### src/rtl/cavlc_level_stream_encoder_pkg.sv
// Shared types, constants and level-code helpers for the CAVLC level encoder.
package cavlc_level_pkg;

    typedef enum logic [2:0] {
        ST_IDLE,
        ST_READ,
        ST_EVAL,
        ST_CALC,
        ST_PREFIX,
        ST_SUFFIX,
        ST_DONE
    } state_t;

    localparam int MAX_SUFFIX_LEN  = 6;
    localparam int ESC_PREFIX      = 15;
    localparam int ESC_SUFFIX_BITS = 12;
    localparam int SL0_ESC4_BASE   = 14;
    localparam int SL0_ESC12_BASE  = 30;

    // Working width for the helpers; wide enough for any legal DATA_WIDTH.
    localparam int CODE_W = 16;

    // Maps a nonzero signed level to its unsigned level_code.
    // first_adj removes the offset applied to the first coded level when T1s < 3.
    function automatic logic [CODE_W-1:0] level_code_f(
        input logic signed [CODE_W-1:0] level,
        input logic                     first_adj
    );
        logic [CODE_W-1:0] lc;
        if (!level[CODE_W-1])
            lc = (unsigned'(level) << 1) - CODE_W'(2);
        else
            lc = (unsigned'(-level) << 1) - CODE_W'(1);
        if (first_adj)
            lc = lc - CODE_W'(2);
        return lc;
    endfunction

    // Level codes at or above this value use the 12-bit escape when sl > 0.
    function automatic logic [CODE_W-1:0] esc_threshold(input logic [2:0] sl);
        return CODE_W'(ESC_PREFIX) << sl;
    endfunction

    // |level| above this value bumps the suffix length.
    function automatic logic [CODE_W-1:0] sl_bump_threshold(input logic [2:0] sl);
        return CODE_W'(3) << (sl - 3'd1);
    endfunction

endpackage

### src/rtl/cavlc_level_stream_encoder_if.sv
// Coefficient BRAM read port and bitstream FIFO write port of the level encoder.
interface cavlc_level_stream_encoder_if #(
    parameter int DATA_WIDTH = 9,
    parameter int ADDR_WIDTH = 4
);
    logic                         mb_bram_en;
    logic [ADDR_WIDTH-1:0]        mb_bram_address;
    logic signed [DATA_WIDTH-1:0] mb_bram_data;
    logic                         o_fifo_data;
    logic                         o_fifo_push;
    logic                         i_fifo_full;

    modport master (
        output mb_bram_en,
        output mb_bram_address,
        input  mb_bram_data,
        output o_fifo_data,
        output o_fifo_push,
        input  i_fifo_full
    );

    modport slave (
        input  mb_bram_en,
        input  mb_bram_address,
        output mb_bram_data,
        input  o_fifo_data,
        input  o_fifo_push,
        output i_fifo_full
    );
endinterface

### src/rtl/cavlc_level_stream_encoder_code_calc.sv
// Combinational level_code -> prefix/suffix mapping and suffixLength update.
module cavlc_level_code_calc
    import cavlc_level_pkg::*;
#(
    parameter int DATA_WIDTH = 9
) (
    input  logic signed [DATA_WIDTH-1:0] level,
    input  logic [2:0]                   sl,
    input  logic                         first_flag,
    input  logic [1:0]                   t1s,
    output logic [3:0]                   prefix,
    output logic [11:0]                  suffix,
    output logic [3:0]                   suffix_len,
    output logic [2:0]                   next_sl
);
    localparam int LC_W = DATA_WIDTH + 1;
    localparam int SH_W = DATA_WIDTH + 4;

    logic [LC_W-1:0]              lc;
    logic [SH_W-1:0]              lc_ext;
    logic [SH_W-1:0]              esc_thr;
    logic signed [DATA_WIDTH:0]   level_sx;
    logic [DATA_WIDTH:0]          level_abs;
    logic [2:0]                   sl_eff;

    assign lc       = LC_W'(level_code_f(CODE_W'(level), first_flag && (t1s != 2'd3)));
    assign lc_ext   = SH_W'(lc);
    assign esc_thr  = SH_W'(esc_threshold(sl));
    assign level_sx = {level[DATA_WIDTH-1], level};
    assign level_abs = level_sx[DATA_WIDTH] ? unsigned'(-level_sx) : unsigned'(level_sx);
    assign sl_eff   = (sl == 3'd0) ? 3'd1 : sl;

    // Prefix / suffix selection for the current suffix length.
    always_comb begin
        prefix     = '0;
        suffix     = '0;
        suffix_len = '0;
        if (sl == 3'd0) begin
            if (lc_ext < SH_W'(SL0_ESC4_BASE)) begin
                prefix = 4'(lc_ext);
            end else if (lc_ext < SH_W'(SL0_ESC12_BASE)) begin
                prefix     = 4'(SL0_ESC4_BASE);
                suffix     = 12'(lc_ext - SH_W'(SL0_ESC4_BASE));
                suffix_len = 4'd4;
            end else begin
                prefix     = 4'(ESC_PREFIX);
                suffix     = 12'(lc_ext - SH_W'(SL0_ESC12_BASE));
                suffix_len = 4'(ESC_SUFFIX_BITS);
            end
        end else begin
            if (lc_ext < esc_thr) begin
                prefix     = 4'(lc_ext >> sl);
                suffix     = 12'(lc_ext) & ((12'd1 << sl) - 12'd1);
                suffix_len = {1'b0, sl};
            end else begin
                prefix     = 4'(ESC_PREFIX);
                suffix     = 12'(lc_ext - esc_thr);
                suffix_len = 4'(ESC_SUFFIX_BITS);
            end
        end
    end

    // suffixLength to use for the following level.
    always_comb begin
        next_sl = sl_eff;
        if ((CODE_W'(level_abs) > sl_bump_threshold(sl_eff)) && (sl_eff < 3'(MAX_SUFFIX_LEN)))
            next_sl = sl_eff + 3'd1;
    end

endmodule

### src/rtl/cavlc_level_stream_encoder.sv
// CAVLC level encoder: reverse-scans one block, encodes each non-T1 level,
// and streams the codeword bits MSB-first into the bitstream FIFO.
//
//  state     | meaning
//  ----------+---------------------------------------------------------
//  ST_IDLE   | waiting for start_levels
//  ST_READ   | BRAM read issued at addr
//  ST_EVAL   | coefficient valid: skip zero / trailing one, or take it
//  ST_CALC   | register prefix, suffix and next suffixLength
//  ST_PREFIX | emit prefix zeros, then the terminating 1
//  ST_SUFFIX | emit suffix bits MSB-first
//  ST_DONE   | one-cycle finish pulse
module cavlc_level_stream_encoder
    import cavlc_level_pkg::*;
#(
    parameter int DATA_WIDTH   = 9,
    parameter int MAX_COEFF    = 16,
    parameter int NZQ_WIDTH    = 5,
    parameter int ADDR_WIDTH   = $clog2(MAX_COEFF),
    parameter int BITCNT_WIDTH = 10
) (
    input  logic                    clk,
    input  logic                    rst,
    input  logic                    start_levels,
    output logic                    finish_levels,
    output logic                    busy,
    output logic                    error,
    input  logic [NZQ_WIDTH-1:0]    NZQ,
    input  logic [1:0]              T1s,
    output logic [BITCNT_WIDTH-1:0] bits_written,
    cavlc_level_stream_encoder_if.master bus
);
    state_t state, state_next;

    logic [NZQ_WIDTH-1:0]         nzq_q, coded, coded_inc, coded_target;
    logic [1:0]                   t1s_q, seen;
    logic [ADDR_WIDTH-1:0]        addr;
    logic [2:0]                   sl, next_sl_q, start_sl;
    logic signed [DATA_WIDTH-1:0] level_q;
    logic [3:0]                   prefix_q, suffix_len_q, bit_cnt;
    logic [11:0]                  suffix_q;

    logic [3:0]  calc_prefix, calc_suffix_len;
    logic [11:0] calc_suffix;
    logic [2:0]  calc_next_sl;

    logic full, push, coeff_zero, coeff_skip, addr_zero;
    logic ld_start, count_t1, take_level, dec_addr, set_error;
    logic bit_step, ld_suffix, level_done;

    assign full         = bus.i_fifo_full;
    assign coeff_zero   = (bus.mb_bram_data == '0);
    assign coeff_skip   = coeff_zero || (seen < t1s_q);
    assign addr_zero    = (addr == '0);
    assign coded_inc    = coded + NZQ_WIDTH'(1);
    assign coded_target = nzq_q - NZQ_WIDTH'(t1s_q);
    assign start_sl     = ((NZQ > NZQ_WIDTH'(10)) && (T1s != 2'd3)) ? 3'd1 : 3'd0;

    cavlc_level_code_calc #(
        .DATA_WIDTH(DATA_WIDTH)
    ) u_code_calc (
        .level      (level_q),
        .sl         (sl),
        .first_flag (coded == '0),
        .t1s        (t1s_q),
        .prefix     (calc_prefix),
        .suffix     (calc_suffix),
        .suffix_len (calc_suffix_len),
        .next_sl    (calc_next_sl)
    );

    // State register.
    always_ff @(posedge clk or negedge rst) begin
        if (!rst) state <= ST_IDLE;
        else      state <= state_next;
    end

    // Next-state logic and datapath strobes.
    always_comb begin
        state_next = state;
        ld_start   = 1'b0;
        count_t1   = 1'b0;
        take_level = 1'b0;
        dec_addr   = 1'b0;
        set_error  = 1'b0;
        bit_step   = 1'b0;
        ld_suffix  = 1'b0;
        level_done = 1'b0;
        case (state)
            ST_IDLE: begin
                if (start_levels) begin
                    ld_start   = 1'b1;
                    state_next = (NZQ == NZQ_WIDTH'(T1s)) ? ST_DONE : ST_READ;
                end
            end
            ST_READ: state_next = ST_EVAL;
            ST_EVAL: begin
                if (coeff_skip) begin
                    count_t1 = !coeff_zero;
                    if (addr_zero) begin
                        set_error  = 1'b1;
                        state_next = ST_DONE;
                    end else begin
                        dec_addr   = 1'b1;
                        state_next = ST_READ;
                    end
                end else begin
                    take_level = 1'b1;
                    state_next = ST_CALC;
                end
            end
            ST_CALC: state_next = ST_PREFIX;
            ST_PREFIX: begin
                if (!full) begin
                    if (bit_cnt != 4'd0) begin
                        bit_step = 1'b1;
                    end else if (suffix_len_q != 4'd0) begin
                        ld_suffix  = 1'b1;
                        state_next = ST_SUFFIX;
                    end else begin
                        level_done = 1'b1;
                    end
                end
            end
            ST_SUFFIX: begin
                if (!full) begin
                    if (bit_cnt != 4'd0) bit_step = 1'b1;
                    else                 level_done = 1'b1;
                end
            end
            ST_DONE: state_next = ST_IDLE;
            default: state_next = ST_IDLE;
        endcase

        if (level_done) begin
            if (coded_inc == coded_target) begin
                state_next = ST_DONE;
            end else if (addr_zero) begin
                set_error  = 1'b1;
                state_next = ST_DONE;
            end else begin
                dec_addr   = 1'b1;
                state_next = ST_READ;
            end
        end
    end

    // Outputs decoded from state; all fall to 0 the moment reset asserts.
    always_comb begin
        busy                = (state != ST_IDLE);
        finish_levels       = (state == ST_DONE);
        bus.mb_bram_en      = (state == ST_READ);
        bus.mb_bram_address = addr;
        push                = ((state == ST_PREFIX) || (state == ST_SUFFIX)) && !full;
        bus.o_fifo_push     = push;
        bus.o_fifo_data     = 1'b0;
        if (state == ST_PREFIX)      bus.o_fifo_data = (bit_cnt == 4'd0);
        else if (state == ST_SUFFIX) bus.o_fifo_data = suffix_q[bit_cnt];
    end

    // Block context, scan position, per-level codeword and bit counters.
    always_ff @(posedge clk or negedge rst) begin
        if (!rst) begin
            nzq_q        <= '0;
            t1s_q        <= '0;
            addr         <= '0;
            seen         <= '0;
            coded        <= '0;
            sl           <= '0;
            level_q      <= '0;
            prefix_q     <= '0;
            suffix_q     <= '0;
            suffix_len_q <= '0;
            next_sl_q    <= '0;
            bit_cnt      <= '0;
            error        <= 1'b0;
            bits_written <= '0;
        end else begin
            if (ld_start) begin
                nzq_q        <= NZQ;
                t1s_q        <= T1s;
                addr         <= ADDR_WIDTH'(MAX_COEFF - 1);
                seen         <= '0;
                coded        <= '0;
                sl           <= start_sl;
                error        <= 1'b0;
                bits_written <= '0;
            end
            if (set_error)  error   <= 1'b1;
            if (count_t1)   seen    <= seen + 2'd1;
            if (dec_addr)   addr    <= addr - ADDR_WIDTH'(1);
            if (take_level) level_q <= bus.mb_bram_data;
            if (state == ST_CALC) begin
                prefix_q     <= calc_prefix;
                suffix_q     <= calc_suffix;
                suffix_len_q <= calc_suffix_len;
                next_sl_q    <= calc_next_sl;
                bit_cnt      <= calc_prefix;
            end
            if (bit_step)  bit_cnt <= bit_cnt - 4'd1;
            if (ld_suffix) bit_cnt <= suffix_len_q - 4'd1;
            if (push && (bits_written != '1))
                bits_written <= bits_written + BITCNT_WIDTH'(1);
            if (level_done) begin
                coded <= coded_inc;
                sl    <= next_sl_q;
            end
        end
    end

endmodule

### src/flat_wrapper.sv
// flat-port wrapper written by rule: the top's interface ports become plain ports
module cavlc_level_stream_encoder_flat import cavlc_level_pkg::*;
#(
    parameter int DATA_WIDTH   = 9,
    parameter int MAX_COEFF    = 16,
    parameter int NZQ_WIDTH    = 5,
    parameter int ADDR_WIDTH   = $clog2(MAX_COEFF),
    parameter int BITCNT_WIDTH = 10
)
  (clk, rst, start_levels, finish_levels, busy, error, NZQ, T1s, bits_written, bus_mb_bram_en, bus_mb_bram_address, bus_mb_bram_data, bus_o_fifo_data, bus_o_fifo_push, bus_i_fifo_full);
  cavlc_level_stream_encoder_if #(.DATA_WIDTH(DATA_WIDTH), .ADDR_WIDTH(ADDR_WIDTH)) bus_i ();
  input  logic clk;
  input  logic rst;
  input  logic start_levels;
  output logic finish_levels;
  output logic busy;
  output logic error;
  input  logic [NZQ_WIDTH-1:0] NZQ;
  input  logic [1:0] T1s;
  output logic [BITCNT_WIDTH-1:0] bits_written;
  output wire logic [$bits(bus_i.mb_bram_en)-1:0] bus_mb_bram_en;
  output wire logic [$bits(bus_i.mb_bram_address)-1:0] bus_mb_bram_address;
  input wire logic [$bits(bus_i.mb_bram_data)-1:0] bus_mb_bram_data;
  output wire logic [$bits(bus_i.o_fifo_data)-1:0] bus_o_fifo_data;
  output wire logic [$bits(bus_i.o_fifo_push)-1:0] bus_o_fifo_push;
  input wire logic [$bits(bus_i.i_fifo_full)-1:0] bus_i_fifo_full;
  assign bus_mb_bram_en = bus_i.mb_bram_en;
  assign bus_mb_bram_address = bus_i.mb_bram_address;
  assign bus_i.mb_bram_data = bus_mb_bram_data;
  assign bus_o_fifo_data = bus_i.o_fifo_data;
  assign bus_o_fifo_push = bus_i.o_fifo_push;
  assign bus_i.i_fifo_full = bus_i_fifo_full;
  cavlc_level_stream_encoder #(.DATA_WIDTH(DATA_WIDTH), .MAX_COEFF(MAX_COEFF), .NZQ_WIDTH(NZQ_WIDTH), .ADDR_WIDTH(ADDR_WIDTH), .BITCNT_WIDTH(BITCNT_WIDTH)) u_core (.clk(clk), .rst(rst), .start_levels(start_levels), .finish_levels(finish_levels), .busy(busy), .error(error), .NZQ(NZQ), .T1s(T1s), .bits_written(bits_written), .bus(bus_i));
endmodule
### config.mk
export PLATFORM = sky130hd
export DESIGN_NAME = cavlc_level_stream_encoder_flat
export DESIGN_NICKNAME = d
export VERILOG_FILES = /design/src/rtl/cavlc_level_stream_encoder_pkg.sv /design/src/rtl/cavlc_level_stream_encoder_if.sv /design/src/rtl/cavlc_level_stream_encoder_code_calc.sv /design/src/rtl/cavlc_level_stream_encoder.sv /design/src/flat_wrapper.sv
export SDC_FILE = /design/constraint.sdc
export NUM_CORES = 1
export LEC_CHECK = 0
export ABC_CLOCK_PERIOD_IN_PS = 6200
export CAP_MARGIN = 20
export CORE_UTILIZATION = 49
export CTS_CLUSTER_SIZE = 20
export DETAILED_ROUTE_END_ITERATION = 16
export GPL_TIMING_DRIVEN = 0
export PLACE_DENSITY = 0.68
export SETUP_SLACK_MARGIN = 0.15
export SYNTH_ARGS = -nofsm -noshare
export SYNTH_HDL_FRONTEND = slang
export SYNTH_HIERARCHICAL = 1
export SYNTH_SLANG_ARGS = --single-unit
### constraint.sdc
create_clock -name clk -period 6.2 [get_ports clk]
set_clock_uncertainty 0.05 [all_clocks]
set_input_delay 1.24 -clock clk [delete_from_list [all_inputs] [get_ports clk]]
set_output_delay 1.24 -clock clk [all_outputs]
set_load 0.02 [all_outputs]
## After elaboration in Yosys (flattened, before gate mapping)

Cells that the tools add are included.
Widths: inputs -> output; s select.

- Bits of input ports: 20
- Output and inout bits: 20
- Register bits: 67
- Word-level logic and storage cells: 165

- Reduce and logical (&&, ||, !) cells: 26
- Add/sub/neg operators: 18
- Multiplexer cells: 78
- Bitwise logic cells: 1
- $lt $le $gt $ge: 8
- Shift-type cells: 4
- Equal/unequal tests: 16

Operators with widths:

| cell | count |
|---|---|
| $mux 10 | 5 |
| $mux 12 | 4 |
| $mux 4 | 12 |
| $mux 3 | 13 |
| $mux 1 | 37 |
| $pmux 3 s6 | 1 |
| $gt 10x16->1 | 1 |
| $shl 2x3->16 const A | 1 |
| $lt 10x13->1 | 1 |
| $shl 4x3->13 const A | 1 |
| $and 10x12->12 | 1 |
| $shl 1x3->12 const A | 1 |
| $sub 10x12->12 | 1 |
| $sub 12x1->12 const B | 1 |
| $sub 4x1->4 const B | 3 |
| $sub 10x4->11 const B | 1 |
| $sub 10x5->11 const B | 1 |
| $add 10x1->10 const B | 1 |
| $lt 10x4->1 const B | 1 |
| $lt 10x5->1 const B | 1 |
| $mux 5 | 2 |
| $ne 10x10->1 const B | 1 |
| $neg 9->10 | 1 |
| $reduce_bool 2->1 | 5 |
| 37 further kinds | 54 |

## Longest topological paths before layout

Gate-level depths: netlist of the first run.

- Depth after elaboration: 12
- Gate-level depth with buffers: 23
- Depth with buffers taken out: 21

## Hierarchy

Netlist of the first run, hierarchy kept.

Modules (own cells, without submodules):

| module | sequential area each (um^2) | times used | area each (um^2) | cells each |
|---|---|---|---|---|
| cavlc_level_stream_encoder | 1676.6 | 1 | 3592.2 | 354 |
| cavlc_level_code_calc | 0.0 | 1 | 2643.8 | 369 |

## Least setup slack after synthesis of the first run

OpenSTA, ideal clock, no wires.

- Path type: register -> register
- Start point: register u_core.level_q[0]
- End point: register u_core.bit_cnt[0]
- Data required time: 6.020 ns
- Arrival: 4.377 ns
- Setup slack: 1.643 ns
- Stages on the path, launching flop included: 24
- Setup time: 0.130 ns
- Cells stage by stage: dfrtp_1 buf_2 inv_1 ha_1 buf_4 xnor2_1 o31ai_1 xnor2_1 xor2_1 inv_1 ha_1 inv_1 nor2_1 o31a_1 o21ai_0 a21oi_1 a31o_1 a21oi_2 a211oi_4 nand2_2 o2111ai_1 mux2_2 o211ai_1 o21ai_0

- Longest elaborated chain between the ends: 12

Ends and longest elaborated chain:

| what | RTL line | source |
|---|---|---|
| from (decl) | cavlc_level_stream_encoder.sv:39 | `logic signed [DATA_WIDTH-1:0] level_q;` |
| from (signal assigned) | cavlc_level_stream_encoder.sv:192 | `if (take_level) level_q <= bus.mb_bram_data;` |
| $neg 9->9 | cavlc_level_stream_encoder_pkg.sv:33 | `lc = (unsigned'(-level) << 1) - CODE_W'(1);` |
| $sub 10x1->10 | cavlc_level_stream_encoder_pkg.sv:33 |  |
| $mux 10 * | cavlc_level_stream_encoder_pkg.sv:30 | `if (!level[CODE_W-1])` |
| $sub 10x2->10 | cavlc_level_stream_encoder_pkg.sv:35 | `lc = lc - CODE_W'(2);` |
| $mux 10 * | cavlc_level_stream_encoder_pkg.sv:34 | `if (first_adj)` |
| $lt 10x5->1 | cavlc_level_stream_encoder_code_calc.sv:41 | `end else if (lc_ext < SH_W'(SL0_ESC12_BASE)) begin` |
| $mux 1 | cavlc_level_stream_encoder_code_calc.sv:41 |  |
| $mux 4 | cavlc_level_stream_encoder_code_calc.sv:39 | `if (lc_ext < SH_W'(SL0_ESC4_BASE)) begin` |
| $mux 4 * | cavlc_level_stream_encoder_code_calc.sv:38 | `if (sl == 3'd0) begin` |
| via u_core.calc_prefix[0] | cavlc_level_stream_encoder.sv:43 | `logic [3:0] calc_prefix, calc_suffix_len;` |
| $mux 4 * | cavlc_level_stream_encoder.sv:193 | `if (state == ST_CALC) begin` |
| $mux 4 * | cavlc_level_stream_encoder.sv:200 | `if (bit_step) bit_cnt <= bit_cnt - 4'd1;` |
| $mux 4 * | cavlc_level_stream_encoder.sv:201 | `if (ld_suffix) bit_cnt <= suffix_len_q - 4'd1;` |
| to (signal assigned) | cavlc_level_stream_encoder.sv:198 | `bit_cnt <= calc_prefix;` |
| to (signal assigned) | cavlc_level_stream_encoder.sv:200 |  |
| to (signal assigned) | cavlc_level_stream_encoder.sv:201 |  |
| to (decl) | cavlc_level_stream_encoder.sv:40 | `logic [3:0] prefix_q, suffix_len_q, bit_cnt;` |

Mark *: on every way through the listed nets, which the timed path passes. The rest lies on a longest branch. The select of a mux whose other input is x is not followed.
A chain may end at the register's enable or synchronous reset.

## Final worst setup path of the first run

Ends and elaborated chain as after synthesis.

==> flow_summary.json, run 1 <==
{
  "startpoint_type": "flip-flop",
  "arrival_ns": 5.75,
  "worst-path-max-fanout": 10,
  "syn_avg_cell_area_um2": 8.63,
  "pin_count": 40,
  "row_count": 40,
  "preCtsSetupSlack_ns": 0.648,
  "synth.net_count": 788,
  "syn_area_um2": 6240,
  "slowest_delay_ns": 0.49,
  "vias": 5512,
  "grt-ovfl-total": 0,
  "grt_pass1_vias": 5391,
  "yosysWarnings": 6,
  "async_reset_ff_frac": 1.00,
  "hold_viol": 0,
  "die-width_um": 115,
  "setup_ws_ns": 0.608,
  "cts_sinks": 67,
  "setup-tns-final_ns": 0,
  "drt.antenna.violating_nets": 0,
  "synth_top_cell_area_share": 0.269,
  "worstSetupEndpointType": "flip-flop",
  "rsz0062_at_grt": "false",
  "clk_pin_slew_ns": 0.06,
  "routed_via_density": 5.83,
  "max_freq_mhz": 179,
  "path_common_cell": "inv_1",
  "final-setup-viol-count": 0,
  "first_pass_iters": 5,
  "slew_violations": 0,
  "io_buffers": 39,
  "drtIter0Drc": 300,
  "status": "complete, no violations",
  "final_net_count": 838,
  "synth_seq_area_share": 0.269,
  "num_antenna_cells": 0,
  "critPathKind": "reg -> reg",
  "synth_cells": 723,
  "coreArea_um2": 12200,
  "clock_latency_ns": 0.33,
  "critPathSlowestCell": "xor2_1",
  "drive_gt1_frac": 0.125,
  "wl_per_cell_um": 16.6,
  "synth_commonest_cells": "nand2_1 (80), dfrtp_1 (67), nor2_1 (55), ha_1 (43)",
  "drcViolationCount": 0,
  "grt_max_degree": 68,
  "cts-hold-fix-buffers": 0,
  "yosysTopAreaCell": "dfrtp_1",
  "hp-class": "reg -> reg",
  "synth_ff_type": "dfrtp_1",
  "cts_made_buffers": 9,
  "cts_resized": 0,
  "gp_congestion": 0.889,
  "relSlewSlack": 0.245,
  "final.period_utilization": 0.902,
  "synth-edff-count": 0,
  "synthTopCellsByArea": "dfrtp_1 (27%), ha_1 (8.6%), mux2_2 (6.0%)",
  "worst_slew_pin_slew_ns": 1.12,
  "maxCapViolCount": 0,
  "grt_antenna_before_repair": 0,
  "cts_buffer_depth": 2,
  "crit_required_ns": 6.35,
  "die_h_um": 115,
  "grt_use_total": 0.254,
  "cts_root_buf": "clkbuf_16",
  "die-area_um2": 13200,
  "cts_max_level": 3,
  "path_cells": "buf_2 -> inv_1 -> ha_1 -> buf_4 -> xnor2_1 -> o31ai_1 -> xnor2_1 -> xor2_1 -> inv_1 -> ha_1 -> inv_1 -> nor2_1 -> o31a_1 -> o21ai_0 -> a21oi_1 -> a31o_1 -> a21oi_2 -> a211oi_4 -> nand2_2 -> o2111ai_1 -> mux2_2 -> o211ai_1 -> o21ai_0",
  "wl_um": 15700,
  "yosysMostFrequentCell": "nand2_1",
  "dp_hpwl_um": 12000,
  "synthDistinctLibCells": 88,
  "grt_pass1_wl_um": 26600,
  "start_util": 0.511,
  "synth.ff_latch_count": 67,
  "synthToLayoutAreaGrowth_pct": 14.5,
  "post-route-min-period_ns": 5.59,
  "post_cts_buffers": 0,
  "cts_tree": "yes"
}
==> cell type report <==
cell class	instances	area, um2
Sequential cell	67	1680
Inverter	42	158
Clock buffer	12	256
Tap cell	168	210
Clock inverter	4	48.8
Fill cell	1129	5070
Timing Repair Buffer	39	388
Multi-Input combinational cell	577	4230
Buffer	37	173
==> metal layers <==
metal	global-route usage	wire length, um
met3	0.0390	708
met1	0.334	7080
met4	0.0771	296
met5	0	0
met2	0.433	7610
==> registers in the layout, indices dropped and copies added, names as in the netlist <==
name                        cells
u_core/bit_cnt                  4
u_core/bits_written            10
u_core/bus.mb_bram_address      4
u_core/coded                    5
u_core/error                    1
u_core/level_q                  9
u_core/next_sl_q                3
u_core/nzq_q                    5
u_core/seen                     2
u_core/sl                       3
u_core/state                    3
u_core/suffix_len_q             4
u_core/suffix_q                12
u_core/t1s_q                    2
==> cells by family after synthesis <==
family,Yosys count,share of synthesized area
mux,46,0.0927
xor+xnor,55,0.0855
flops,67,0.269
fa+ha+maj,46,0.0943
compound gates,173,0.197
buf+inv,79,0.0530
simple gates,257,0.208
==> per-stage QoR <==
stage / utilization / instance area [um2] / cells / hold slack (ns)
5_1_grt: 0.585 / 7140 / 946 / 0.467
4_1_cts: 0.585 / 7140 / 946 / 0.419
6_report: 0.585 / 7140 / 946 / 0.415
3_5_place_dp: 0.560 / 6830 / 930 / 0.411
2_1_floorplan: - / 6240 / 723 / 0.391
3_3_place_gp: 0.560 / 6840 / 930 / 0.406
==> final timing paths <==
kind	cells after the start	start	end	slack (ns)
worst max-delay path	23	u_core/level_q[0]	u_core/bit_cnt[0]	0.61
worst min-delay path	2	u_core/next_sl_q[2]	u_core/sl[2]	0.42
worst max register to register	23	u_core/level_q[0]	u_core/bit_cnt[0]	0.61
worst min register to register	2	u_core/next_sl_q[2]	u_core/sl[2]	0.42
max in group asynchronous	1	rst	u_core/level_q[7]	4.58
min in group asynchronous	1	rst	u_core/suffix_q[7]	0.94
==> layout by cell type (no fill, tap or decap), types with 6 or more instances in the layout <==
cell and count:
xor2_1 10, mux2_2 33, clkbuf_16 9, o21a_1 10, or3_1 7, mux2i_1 6
o31ai_1 7, nor4_1 6, a21oi_1 30, dfrtp_1 67, nor3_1 15, nand2b_1 15
xnor2_1 40, clkdlybuf4s50_1 38, a211oi_1 7, clkbuf_1 21, o22ai_1 6, nor2_1 55
ha_1 43, inv_1 41, nand2_1 80, buf_2 9, o21ai_0 41, nand3_1 28
==> worst max-delay path, delay by kind of cell, from the launching register on <==
family	cells	cell delay, ns
compound gates	10	1.70
xor+xnor	3	1.26
fa+ha+maj	2	0.57
buf+inv	5	0.92
flops	1	0.39
mux	1	0.29
simple gates	2	0.26
Power of run 1 is left out: the tool's default activity adds up to more than one toggle a clock period on the data nets, which glitch-free logic cannot reach.
==> run 2: changes to the inputs <==
==> constraint.sdc (replaced) <==
create_clock -name clk -period 6.2 [get_ports clk]
set_clock_uncertainty 0.05 [all_clocks]
set_input_delay 1.24 -clock clk [delete_from_list [all_inputs] [get_ports clk]]
set_output_delay 1.24 -clock clk [all_outputs]
set_load 0.1 [all_outputs]
==> results of run 2 <==
Final layout, timing and power as in run 1 (identical DEF).
Power of run 2 is left out for the same reason.
==> edit: new RTL, flow settings as in run 1 <==
The 7 states of `state_t` get a one-hot encoding in 7 bits.
--- a/src/rtl/cavlc_level_stream_encoder_pkg.sv
+++ b/src/rtl/cavlc_level_stream_encoder_pkg.sv
@@ -1,14 +1,14 @@
 // Shared types, constants and level-code helpers for the CAVLC level encoder.
 package cavlc_level_pkg;
 
-    typedef enum logic [2:0] {
-        ST_IDLE,
-        ST_READ,
-        ST_EVAL,
-        ST_CALC,
-        ST_PREFIX,
-        ST_SUFFIX,
-        ST_DONE
+    typedef enum logic [6:0] {
+        ST_IDLE   = 7'b0000001,
+        ST_READ   = 7'b0000010,
+        ST_EVAL   = 7'b0000100,
+        ST_CALC   = 7'b0001000,
+        ST_PREFIX = 7'b0010000,
+        ST_SUFFIX = 7'b0100000,
+        ST_DONE   = 7'b1000000
     } state_t;
 
     localparam int MAX_SUFFIX_LEN  = 6;
Formal check against the unedited RTL: no difference found for any inputs over 4 cycles, from zero or initial values and one cycle with rst low; so few cycles prove little.
==> edit against run 1 <==
Maximum frequency is 0.48% higher; final area is 4.0% higher; count of clock-buffer cells in the layout is 1 lower; non-clock buffer count is 3 higher; routed wire length is 5.9% higher; synthesized area is 3.8% higher; worst setup slack better by 27 ps; hold slack better by 7.1 ps; critical path depth is 1 higher; sequential cell count is 4 higher; core utilization is 0.36 points lower.
Power is not shown: default switching activity piles up to over one toggle a cycle in this logic, so the estimate is an artifact.
==> edit: results (changes against run 1) <==
| Metric | Value |
|---|---|
| Outcome | finished clean |
| CP startpoint kind | flip-flop |
| Hold Path Class | reg -> reg |
| CP top delay family | simple AND/OR/NAND/NOR gates |
| Clk slew on worst S/H paths | 60 ps (about the same) |
| Total Routed Length | 16.6 mm (+5.9%) |
| Vias in the first global route | 5557 (+3.1%) |
| 1st-iter DRT viols | 505 (+68%) |
| Largest registers | u_core/suffix_q (12), u_core/bits_written (10), u_core/level_q (9) |
| Buffers on Ports | 39 (unchanged) |
| Ys Warns | 6 (unchanged) |
| Max_slew headroom | 39.4% (+15 points) |
| Synth area leaders | dfrtp_1 27%, ha_1 8.3%, nand2_1 6.6%, xnor2_1 4.7%, o21ai_0 3.3% |
| Antenna cell count | 0 (unchanged) |
| Final Wtd Congestion | 0.904 (+1.8%) |
| Post-synthesis cell count | 770 (+6.5%) |
| Synthesized Nets | 835 (+6.0%) |
| Drt pass-1 iters | 5 (unchanged) |
| Crit path DAT | 5710 ps (-40 ps) |
| Fillers | 1209 (+7.1%) |
| Number of nets still failing antenna checks after routing | 0 (unchanged) |
| Sequential fraction of the synthesis area | 27.5% (+0.57 points) |
| Max reg flops | 12 (unchanged) |
| Post-synth ARST share | 100% (unchanged) |
| Largest net degree at the start of global routing | 72 (+5.9%) |
| Post-synth top cells | 114 x nand2_1, 70 x dfrtp_1, 45 x nor2_1, 43 x ha_1, 43 x o21ai_0 |
| Routed length per instance | 16.6 um (+0.11%) |
| Initial antenna violation count | 0 (unchanged) |
| DP HPWL | 12.8 mm (+7.0%) |
| Deepest clock path buffer count | 2 (unchanged) |
| Cell variety after synth | 90 (+2.3%) |
| Max cap viols | 0 (unchanged) |
| First-pass GRT wire length | 27.4 mm (+2.9%) |
| Share of layout cells above drive strength 1 | 11.2% (-1.2 points) |
| Cell total after placement | 981 (+5.5%) |
| Root Buffer | clkbuf_16 |
| Fin nets | 890 (+6.2%) |
| Critical Path Fanout Max | 10 (unchanged) |
| Vias | 5853 (+6.2%) |
| Post-CTS Hold Buffers | 0 (unchanged) |
| H-tree depth | 3 (unchanged) |
| Crit path largest cell delay | 530 ps (+40 ps) |
| Crit path max-delay cell type | or4b_4 |
| RR Startpoint | u_core/level_q[0] |
| Total track usage | 25.8% (+0.37 points) |
| Clock latency on the worst-skew pair | 330 ps (about the same) |
| Startpoint of the worst hold path | u_core/error |
| Num CTS Buffers | 9 (unchanged) |
## edit: changes by cell type in the layout (fill, tap and decap cells not counted), moves of 5 or more
cell and delta:
a211oi_1 +5, and2_1 +9, mux2_2 -18, mux2i_1 +7, nand2_1 +34, nand2b_1 -6, nor2_1 -10, o21ai_1 +9
xnor2_1 -7, xor2_1 +5
## edit: kinds of logic (layout without fill, tap and decap cells)
family,count (synthesis),after routing,synth area share (%)
and+or+nand+nor,303,303,24.0
AOI/OAI and AO/OA,186,186,20.1
buffers and inverters,77,136,4.87
DFF,71,71,27.5
xor gates and xnor gates,54,54,7.94
adders and majority gates,45,45,8.93
muxes,34,34,6.71
## edit: final timing paths
path                       slack [ps]  cells past startpoint                  to
max                               630                     24   u_core/bit_cnt[0]
min                               420                      2        u_core/error
max reg2reg                       630                     24   u_core/bit_cnt[0]
min reg2reg                       420                      2        u_core/error
max in group asynchronous        4520                      1     u_core/coded[2]
min in group asynchronous         970                      1  u_core/suffix_q[6]
## edit: worst register-to-register path: stages, from the launching register on
cell	delay [ps]
dfrtp_1	370
clkbuf_2	200
inv_2	140
ha_1	140
buf_2	220
or4b_4	540
or3_1	350
a2111o_1	460
nand2_1	120
a21oi_1	80
nand2b_4	210
ha_1	220
or3_1	360
nor3_1	150
a211oi_1	140
inv_1	80
a31oi_1	130
a31oi_4	320
a31oi_4	100
mux2_2	300
or3_1	400
mux2i_1	140
mux2i_1	80
nor2_1	90
a21oi_1	50
## edit: repair_timing
action,4_1_cts,5_1_grt
gates resized for setup,1,12
setup endpoints to repair,1,11
hold endpoints to repair,0,0
buffers inserted,0,5
pin swaps,0,2
## edit: routing by layer
| metal | wire [um] | GRT usage [%] | part of all wire (%) | vias up |
|---|---|---|---|---|
| met5 | 0 | 0 | 0 | - |
| met4 | 330 | 9.54 | 2.0 | 0 |
| met3 | 882 | 4.58 | 5.3 | 29 |
| met2 | 7790 | 42.1 | 47 | 172 |
| met1 | 7610 | 34.3 | 46 | 2779 |
| li1 | - | - | - | 2873 |
## edit: cell type report
class	count	area share, %
buffer	35	2.17
clock buffer	11	3.14
clock inverter	4	0.320
inverter	42	2.12
multi-input combinational	622	59.7
sequential	71	24.0
tap	172	2.90
timing repair buffer	44	5.73
## edit: through the flow
step | util, % | setup WS [ps] | area [um2]
final | 58.1 | 635 | 7420
after global placement | 55.4 | 171 | 7080
after global routing | 58.1 | 146 | 7420
after CTS | 57.5 | 178 | 7340
after floorplan | - | 1060 | 6470
after detailed placement | 55.4 | 81.3 | 7080
